<file path="src/rtl/lfsr_draw_roller.sv">
// -----------------------------------------------------------------------------
// lfsr_draw_roller
//   No-repeat random draw engine for the lottery display. A start pulse seeds
//   an LFSR from a free-running counter, looks ahead N shifts to learn where the
//   roll will land, skips seeds until that landing value is unused, reserves it,
//   then plays a slowing roll (intervals INIT..MAX by STEP) that ends on it.
//
// Ports
//   i_clk         clock
//   i_rst_n       asynchronous reset, active low
//   i_start       single-cycle start pulse (debounced)
//   i_clear       clear draw history (IDLE only)
//   o_random_out  displayed value, updated only on roll shifts
//   o_chosen_out  committed history mask, bit v = value v drawn
//   o_busy        high in any state other than IDLE
//   o_done        one-cycle pulse when a roll completes
//   o_exhausted   every value has been reserved
// -----------------------------------------------------------------------------
module lfsr_draw_roller #(
    parameter int unsigned       LFSR_W      = 16,
    parameter logic [LFSR_W-1:0] TAPS        = 16'hB400,
    parameter int unsigned       OUT_BITS    = 4,
    parameter int unsigned       INIT_PERIOD = 5_000_000,
    parameter int unsigned       PERIOD_STEP = 1_000_000,
    parameter int unsigned       MAX_PERIOD  = 25_000_000
) (
    input  logic                   i_clk,
    input  logic                   i_rst_n,
    input  logic                   i_start,
    input  logic                   i_clear,
    output logic [OUT_BITS-1:0]    o_random_out,
    output logic [2**OUT_BITS-1:0] o_chosen_out,
    output logic                   o_busy,
    output logic                   o_done,
    output logic                   o_exhausted
);

    localparam int unsigned N_SHIFTS = (MAX_PERIOD - INIT_PERIOD) / PERIOD_STEP + 1;
    localparam int unsigned CNT_W    = $clog2(MAX_PERIOD + 1);
    localparam int unsigned NVAL     = 2**OUT_BITS;

    typedef enum logic [1:0] {S_IDLE, S_LOOK, S_SEARCH, S_ROLL} state_t;

    function automatic logic [LFSR_W-1:0] f_step(input logic [LFSR_W-1:0] x);
        return {x[LFSR_W-2:0], ^(x & TAPS)};
    endfunction

    state_t              r_state,  w_state_nx;
    logic [LFSR_W-1:0]   r_lfsr,   w_lfsr_nx;
    logic [LFSR_W-1:0]   r_seed,   w_seed_nx;
    logic [LFSR_W-1:0]   r_res,    w_res_nx;
    logic [LFSR_W-1:0]   r_time;
    logic [NVAL-1:0]     r_mask,   w_mask_nx;
    logic [NVAL-1:0]     r_chosen, w_chosen_nx;
    logic [OUT_BITS-1:0] r_out,    w_out_nx;
    logic [CNT_W-1:0]    r_cnt,    w_cnt_nx;
    logic [CNT_W-1:0]    r_period, w_period_nx;
    logic                r_done,   w_done_nx;

    logic [LFSR_W-1:0]   w_time_smp;
    logic [LFSR_W-1:0]   w_lfsr_step;
    logic [OUT_BITS-1:0] w_v;
    logic                w_exhausted;

    assign w_exhausted  = &r_mask;
    assign w_time_smp   = (r_time == '0) ? LFSR_W'(1) : r_time;  // all-zero would lock the LFSR
    assign w_lfsr_step  = f_step(r_lfsr);
    assign w_v          = r_res[OUT_BITS-1:0];

    assign o_random_out = r_out;
    assign o_chosen_out = r_chosen;
    assign o_busy       = (r_state != S_IDLE);
    assign o_done       = r_done;
    assign o_exhausted  = w_exhausted;

    always_comb begin
        w_state_nx  = r_state;
        w_lfsr_nx   = r_lfsr;
        w_seed_nx   = r_seed;
        w_res_nx    = r_res;
        w_mask_nx   = r_mask;
        w_chosen_nx = r_chosen;
        w_out_nx    = r_out;
        w_cnt_nx    = r_cnt;
        w_period_nx = r_period;
        w_done_nx   = 1'b0;

        case (r_state)
            S_IDLE: begin
                if (i_clear) begin
                    w_mask_nx   = '0;
                    w_chosen_nx = '0;
                end
                // A clear in the same cycle frees the history, so it also unblocks the start.
                if (i_start && (i_clear || !w_exhausted)) begin
                    w_seed_nx  = w_time_smp;
                    w_res_nx   = w_time_smp;
                    w_cnt_nx   = '0;
                    w_state_nx = S_LOOK;
                end
            end
            S_LOOK: begin
                w_res_nx = f_step(r_res);
                if (r_cnt == CNT_W'(N_SHIFTS - 1)) begin
                    w_cnt_nx   = '0;
                    w_state_nx = S_SEARCH;
                end else begin
                    w_cnt_nx = r_cnt + CNT_W'(1);
                end
            end
            S_SEARCH: begin
                // Stepping seed and lookahead together keeps res = step^N(seed).
                if (r_mask[w_v]) begin
                    w_res_nx  = f_step(r_res);
                    w_seed_nx = f_step(r_seed);
                end else begin
                    w_mask_nx[w_v] = 1'b1;
                    w_lfsr_nx      = r_seed;
                    w_cnt_nx       = '0;
                    w_period_nx    = CNT_W'(INIT_PERIOD);
                    w_state_nx     = S_ROLL;
                end
            end
            S_ROLL: begin
                if (i_start) begin
                    w_chosen_nx = r_mask;
                end
                if (i_start && !w_exhausted) begin
                    w_seed_nx  = w_time_smp;
                    w_res_nx   = w_time_smp;
                    w_cnt_nx   = '0;
                    w_state_nx = S_LOOK;
                end else if (r_cnt == r_period - CNT_W'(1)) begin
                    w_lfsr_nx = w_lfsr_step;
                    w_out_nx  = w_lfsr_step[OUT_BITS-1:0];
                    w_cnt_nx  = '0;
                    if (r_period == CNT_W'(MAX_PERIOD)) begin
                        w_state_nx  = S_IDLE;
                        w_done_nx   = 1'b1;
                        w_chosen_nx = r_mask;
                    end else begin
                        w_period_nx = r_period + CNT_W'(PERIOD_STEP);
                    end
                end else begin
                    w_cnt_nx = r_cnt + CNT_W'(1);
                end
            end
            default: w_state_nx = S_IDLE;
        endcase
    end

    always_ff @(posedge i_clk or negedge i_rst_n) begin
        if (!i_rst_n) begin
            r_state  <= S_IDLE;
            r_lfsr   <= '0;
            r_seed   <= '0;
            r_res    <= '0;
            r_time   <= LFSR_W'(1);
            r_mask   <= '0;
            r_chosen <= '0;
            r_out    <= '0;
            r_cnt    <= '0;
            r_period <= '0;
            r_done   <= 1'b0;
        end else begin
            r_state  <= w_state_nx;
            r_lfsr   <= w_lfsr_nx;
            r_seed   <= w_seed_nx;
            r_res    <= w_res_nx;
            r_time   <= r_time + LFSR_W'(1);
            r_mask   <= w_mask_nx;
            r_chosen <= w_chosen_nx;
            r_out    <= w_out_nx;
            r_cnt    <= w_cnt_nx;
            r_period <= w_period_nx;
            r_done   <= w_done_nx;
        end
    end

endmodule

</file>
<file path="config.mk">
export PLATFORM = sky130hd
export DESIGN_NAME = lfsr_draw_roller
export DESIGN_NICKNAME = d
export VERILOG_FILES = /design/src/rtl/lfsr_draw_roller.sv
export SDC_FILE = /design/constraint.sdc
export NUM_CORES = 1
export LEC_CHECK = 0
export ABC_AREA = 1
export BUFFER_PORTS_ARGS = -buffer_cell sky130_fd_sc_hd__buf_2
export CAP_MARGIN = 20
export CORE_UTILIZATION = 55
export CTS_BUF_LIST = sky130_fd_sc_hd__clkbuf_4
export CTS_CLUSTER_DIAMETER = 60
export DETAILED_ROUTE_END_ITERATION = 8
export GPL_TIMING_DRIVEN = 0
export PLACE_DENSITY = 0.72
export SLEW_MARGIN = 0
export SYNTH_ARGS = -nofsm -noshare
export SYNTH_HDL_FRONTEND = slang
export SYNTH_SLANG_ARGS = --single-unit
</file>
<file path="constraint.sdc">
create_clock -name i_clk -period 5.7 [get_ports i_clk]
set_input_delay 0.57 -clock i_clk [delete_from_list [all_inputs] [get_ports i_clk]]
set_output_delay 0.57 -clock i_clk [all_outputs]
set_load 0.03 [all_outputs]
</file>
# Yosys cells after proc, flatten, opt, wreduce, memory -nomap -nowiden
# Cells that the tools add are included.
# W data, S select, Z words.
dict set report totals {
  regBits 153
  latchBits 0
  ramBits 0
  rom_bits 0
  inputBits 4
  output_inout_bits 23
  elab_cells 106
  mem_count 0
}
dict set report op_classes {
  n_addsub 4
  mul 0
  n_div 0
  n_lt_le_gt_ge 2
  eq_ne 17
  shifts 0
  mux 45
  n_bitwise 2
  n_reduce_logical 25
}
# cell count
set op_table {}
lappend op_table {{$mux W25} 9}
lappend op_table {{$mux W16} 14}
lappend op_table {{$pmux W25 S4} 1}
lappend op_table {{$pmux W16 S2} 3}
lappend op_table {{$pmux W16 S4} 1}
lappend op_table {{$pmux W25 S2} 1}
lappend op_table {{$pmux W16 S3} 1}
lappend op_table {{$reduce_xor A16 Y1} 3}
lappend op_table {{$add A25 B1 Y25 const B} 1}
lappend op_table {{$add A25 B20 Y25 const B} 1}
lappend op_table {{$eq A25 B25 Y1} 1}
lappend op_table {{$eq A25 B25 Y1 const B} 1}
lappend op_table {{$eq A25 B5 Y1 const B} 1}
lappend op_table {{$sub A25 B1 Y25 const B} 1}
lappend op_table {{$ne A2 B2 Y1 const B} 9}
lappend op_table {{$add A16 B1 Y16 const B} 1}
lappend op_table {{$logic_not A16 Y1} 1}
lappend op_table {{$or A16 B16 Y16} 1}
lappend op_table {{$reduce_and A16 Y1} 1}
lappend op_table {{$mux W2} 6}
lappend op_table {{$reduce_and A5 Y1} 2}
lappend op_table {{$reduce_and A3 Y1} 3}
lappend op_table {{$pmux W2 S4} 1}
lappend op_table {{$reduce_and A4 Y1} 2}
lappend op_table {{other kinds (16)} 29}

# Logic depth before layout (Yosys ltp)
dict set report depth {
  depth_word 7
  depth_mapped 19
  mapped_depth_nobuf 18
}

# Worst setup path before layout
# No wires, ideal clock.
dict set report synth_timing {
  path_kind {register to register}
  startpoint {reg r_period[6]}
  endpoint {reg r_period[23]}
  setup_time_ps 118
  arrival_time_ps 2131
  required_time_ps 5582
  path_slack_ps 3451
  path_stages_with_launch 20
  n_path_buf 1
  period_less_slack_ps 2249
  cell_sequence {dfrtp_1 inv_1 ha_1 nand2_1 inv_1 nor2_1 nand2_1 nor2_1 nand2_1 nor2_1 nand2_1 nor2_1 nand3_1 nor2_2 nand2_1 nand2_2 nand2_4 buf_6 nand2_1 o21ai_2}
}
dict set report synth_via {
  elab_chain_cells 5
  word_cells_on_any_way 11
  cone_classes {add/sub (2); eq/ne (4); mux (4); reduce/logical (1)}
}
# element line_no
set synth_rtl {}
lappend synth_rtl {{start, declared} 57} ;# logic [CNT_W-1:0] r_period, w_period_nx;
lappend synth_rtl {{start signal, assigned} 175} ;# r_period <= w_period_nx;
lappend synth_rtl {{parallel branches: the longest is 5 deep, another holds $sub A25 B1 Y25} --}
# Several ways; the timed one is not identified. The select of a mux whose other input is x is not followed.
# A chain may end at the register's enable or synchronous reset.

# Worst setup path after layout
dict set report layout_timing {
  startpoint {reg r_period[6]}
  endpoint {reg r_lfsr[2]}
}
dict set report layout_via {
  elab_chain_cells 4
}
# element line_no
set layout_rtl {}
lappend layout_rtl {{$sub A25 B1 Y25} 133} ;# end else if (r_cnt == r_period - CNT_W'(1)) begin
lappend layout_rtl {{$eq A25 B25 Y1} 133}
lappend layout_rtl {{$ne A2 B2 Y1 (no source line)} --}
lappend layout_rtl {{$reduce_and A4 Y1 (no source line)} --}
lappend layout_rtl {{end signal, assigned} 167} ;# r_lfsr <= w_lfsr_nx;
lappend layout_rtl {{end, declared} 49} ;# logic [LFSR_W-1:0] r_lfsr, w_lfsr_nx;
# Every way passes these cells.

==> results.md <==
- Outcome: completed
- Sequential share of the synthesized area: 38.4%
- Clock Skews: 0.0257 ns
- Post-route ant nets: 0
- Crit path kind: reg2reg
- Mean post-synth cell area: 7.24 sq um
- Row count: 47
- Fin crit share: 56.1%
- Layout cells sized above 1: 11.6%
- Top cells by area, synth: dfrtp_1 (38%), nand2_1 (17%), nand3_1 (5.6%), inv_1 (4.8%), xor2_1 (4.4%)
- Syn Inst Count: 1323
- Hpwl dp: 17300 microns
- Port bufs: 26
- Pins Over Slew Limit: 0
- CTS clock-pin slew for the worst setup and hold paths: 0.15 ns
- Routability Congestion: 0.879
- Slew HR: 55.6%
- Max_cap viols: 0
- Initial antenna violation count: 1
- Tot GR Track Use: 27.4%
- Die Area: 17900 sq um
- Top FF cell, synth: dfrtp_1
- DRC errors left: 0
- Root buffer cell: clkbuf_4
- Number of I/O pins: 27
- Crit. End Element: register
- Worst-path cell chain: inv_1 > ha_1 > inv_1 > nor2_2 > nand2_1 > nand2_1 > nand2_1 > nand2_1 > nand4_1 > nor2_1 > nand3_2 > nand2_2 > nand2_2 > buf_4 > nand2_1 > nand2_1
- Combinational share of power: 52.7%
- CP arrival: 3.70 ns
- Top layer in use: met4
- FFs w/ async S/R, synth: 100%
- Cts repair resizes: 0
- TNS Setup: 0 ns
- Worst Path Max Fanout: 10
- Crit path time final: 3.20 ns
- Final hold vios: 0
- First-pass GRT wire length: 39200 microns
- Initial Util: 56.9%
- WL final: 23400 microns
- Switching power: 2.44 mW
- HP Class: in2reg
- Final core utilization: 61.5%
- CP Launch Type: register
- Largest net degree at the start of global routing: 100
- WL met2: 10200 microns
- Fmax: 313 MHz
- Ys Warns: 0
- Sw Share: 50.0%
- Seq pwr share: 32.2%
- # setup viols final: 0
- Slowest-stage cell, CP: dfrtp_1
- CTS tree: done
- DR iter-0 viols: 757
- Vias: 8708
- Register area: 3680 sq um
- Int Power: 2.44 mW
- Area Growth Syn to Fin: 8.01%
- Clk buf depth: 2
- H-tree depth: 4
- Worst slew pin tran: 0.665 ns
- Vias per cell: 5.43
- Unrepaired setup endpoints after global routing: no
- Cell area after synthesis: 9580 sq um
- CTS Sinks: 147
- DR WL/cell: 14.6 microns
- Most common library cell in the layout ignoring fill and taps: nand2_1
- Synth top area share: 38.1%
- Vias in the first global route: 7889
- Met3 routed WL: 1360 microns
- Grt ovf: 0
- Count of cell types in the netlist: 46
- Data required, critical path: 6.20 ns
- Leakage: 5.30 nW
- Layout fillers: 1632
- Die Height: 134 microns
- WL met1: 11600 microns
- Die width: 134 microns
- Synth area leader: dfrtp_1
- Number of enable flip-flop cells after synthesis: 0
- Power per cell area: 472 nW/um^2
- Final Net Count: 1386
- Post-CTS Setup Inserts: 0
- Area of the multi-input gates: 5070 sq um
- Max incr delay on CP: 0.50 ns
- Crit path top cell by count: nand2_1
- CTS Buf Count: 17
- VDD IR max: 0.250 mV
- Worst-Skew Late Latency: 0.59 ns
- Drt first pass iters: 6
- Clock group share of total power: 15.1%
- Core ar.: 16800 sq um
- Synth Register Bits: 147
- Most frequent cells in the layout: nand2_1 (426), dfrtp_1 (146), inv_1 (122)
- Syn_nets: 1339
- Pwr Total: 4.89 mW
[worst paths after layout]
kind                              from               to  slack [ns]  cells past startpoint
max reg2reg                r_period[6]        r_lfsr[2]        2.50                     16
max in group asynchronous      i_rst_n  o_chosen_out[7]        4.37                      3
min in group asynchronous      i_rst_n         r_cnt[6]        0.47                      2
max                        r_period[6]        r_lfsr[2]        2.50                     16
min                            i_clear        r_mask[3]        0.46                      4
min reg2reg                  r_lfsr[8]        r_lfsr[8]        0.49                      2
[synth_stat cells, types with 2 or more instances]
master    number
a21oi_1       20
a21oi_4        2
a22oi_1        4
a31oi_1        6
buf_2         11
buf_4          7
buf_6          8
clkbuf_1      39
clkinv_1       2
dfrtp_1      146
ha_1          12
inv_1        122
inv_2          5
mux2i_1        3
nand2_1      426
nand2_2        7
nand2_4        4
nand3_1      107
nand3_2        2
nand3b_1       3
nand4_1       45
nor2_1        84
nor2_2        10
nor2_4         5
nor2_8         2
nor3_1        13
nor3_2         2
nor3b_1        4
nor4_1        16
o211ai_1      11
o21ai_0       80
o21ai_1        4
o21ai_2       25
o221ai_1       4
or2_2          9
xnor2_1       16
xor2_1        48
[worst max-delay path, delay by kind of cell (launching register included)]
family	cells	cell delay, ns
buffers and inverters	3	0.55
adder cells (fa/ha/maj)	1	0.36
AND/OR/NAND/NOR	12	1.68
flip-flops	1	0.50
[state kept, by name, summed over array words and instances, names as in the netlist]
name and count:
r_period 19, r_res 16, o_chosen_out 16, r_time 16, r_seed 16, r_cnt 25, r_mask 16, r_lfsr 16
o_done 1, o_random_out 4, r_state 2
[metrics by stage]
step / area, sq um / instances / hold WS [ns] / setup slack (ns)
after floorplan: 9580 / 1323 / 0.274 / 3.45
after global placement: 9980 / 1569 / 0.455 / 1.88
after detailed placement: 10000 / 1570 / 0.460 / 2.62
after CTS: 10300 / 1603 / 0.442 / 2.59
after global routing: 10300 / 1604 / 0.457 / 2.29
final: 10300 / 1604 / 0.455 / 2.50
[layout make-up]
type                       count  area share [%]
inverter                     129            4.68
multi-input combinational    981            49.0
buffer                        66            3.36
tap                          220            2.66
clock buffer                  17            1.23
antenna                        1          0.0242
timing repair buffer          28            1.68
sequential                   147            35.6
clock inverter                15            1.81
[per-layer routing]
metal | vias to the layer above | GRT usage [%]
met5 | - | 0
li1 | 4376 | -
met4 | 0 | 6.25
met1 | 4079 | 40.9
met3 | 22 | 5.29
met2 | 231 | 40.9
[repair_timing]
action / in CTS / in global routing
hold buffers: 1 / 0
hold endpoints to repair: 48 / 0
endpoints found under the setup margin: 0 / 0
[power by group through the flow]
stage          logic (mW)  registers [mW]  clock network, mW
6_report             2.58            1.57              0.739
5_1_grt              2.89            1.61              0.799
4_1_cts              2.56            1.57              0.751
3_5_place_dp         2.55            1.59                  0
3_3_place_gp         2.50            1.58                  0
2_1_floorplan        1.90            1.60                  0
[cell families (layout without fill, tap and decap cells)]
| kind of cell | after synthesis | after routing | share of synthesized area [%] |
|---|---|---|---|
| AO/OA/AOI/OAI | 160 | 160 | 10.3 |
| XOR/XNOR | 66 | 66 | 6.26 |
| adder cells (fa/ha/maj) | 12 | 12 | 1.57 |
| buffers and inverters | 195 | 255 | 8.69 |
| flip-flops | 147 | 147 | 38.4 |
| multiplexers | 3 | 3 | 0.314 |
| other | 0 | 1 | 0 |
| AND/OR/NAND/NOR | 740 | 740 | 34.4 |
Note: power is estimated with default switching activity, not from simulation.
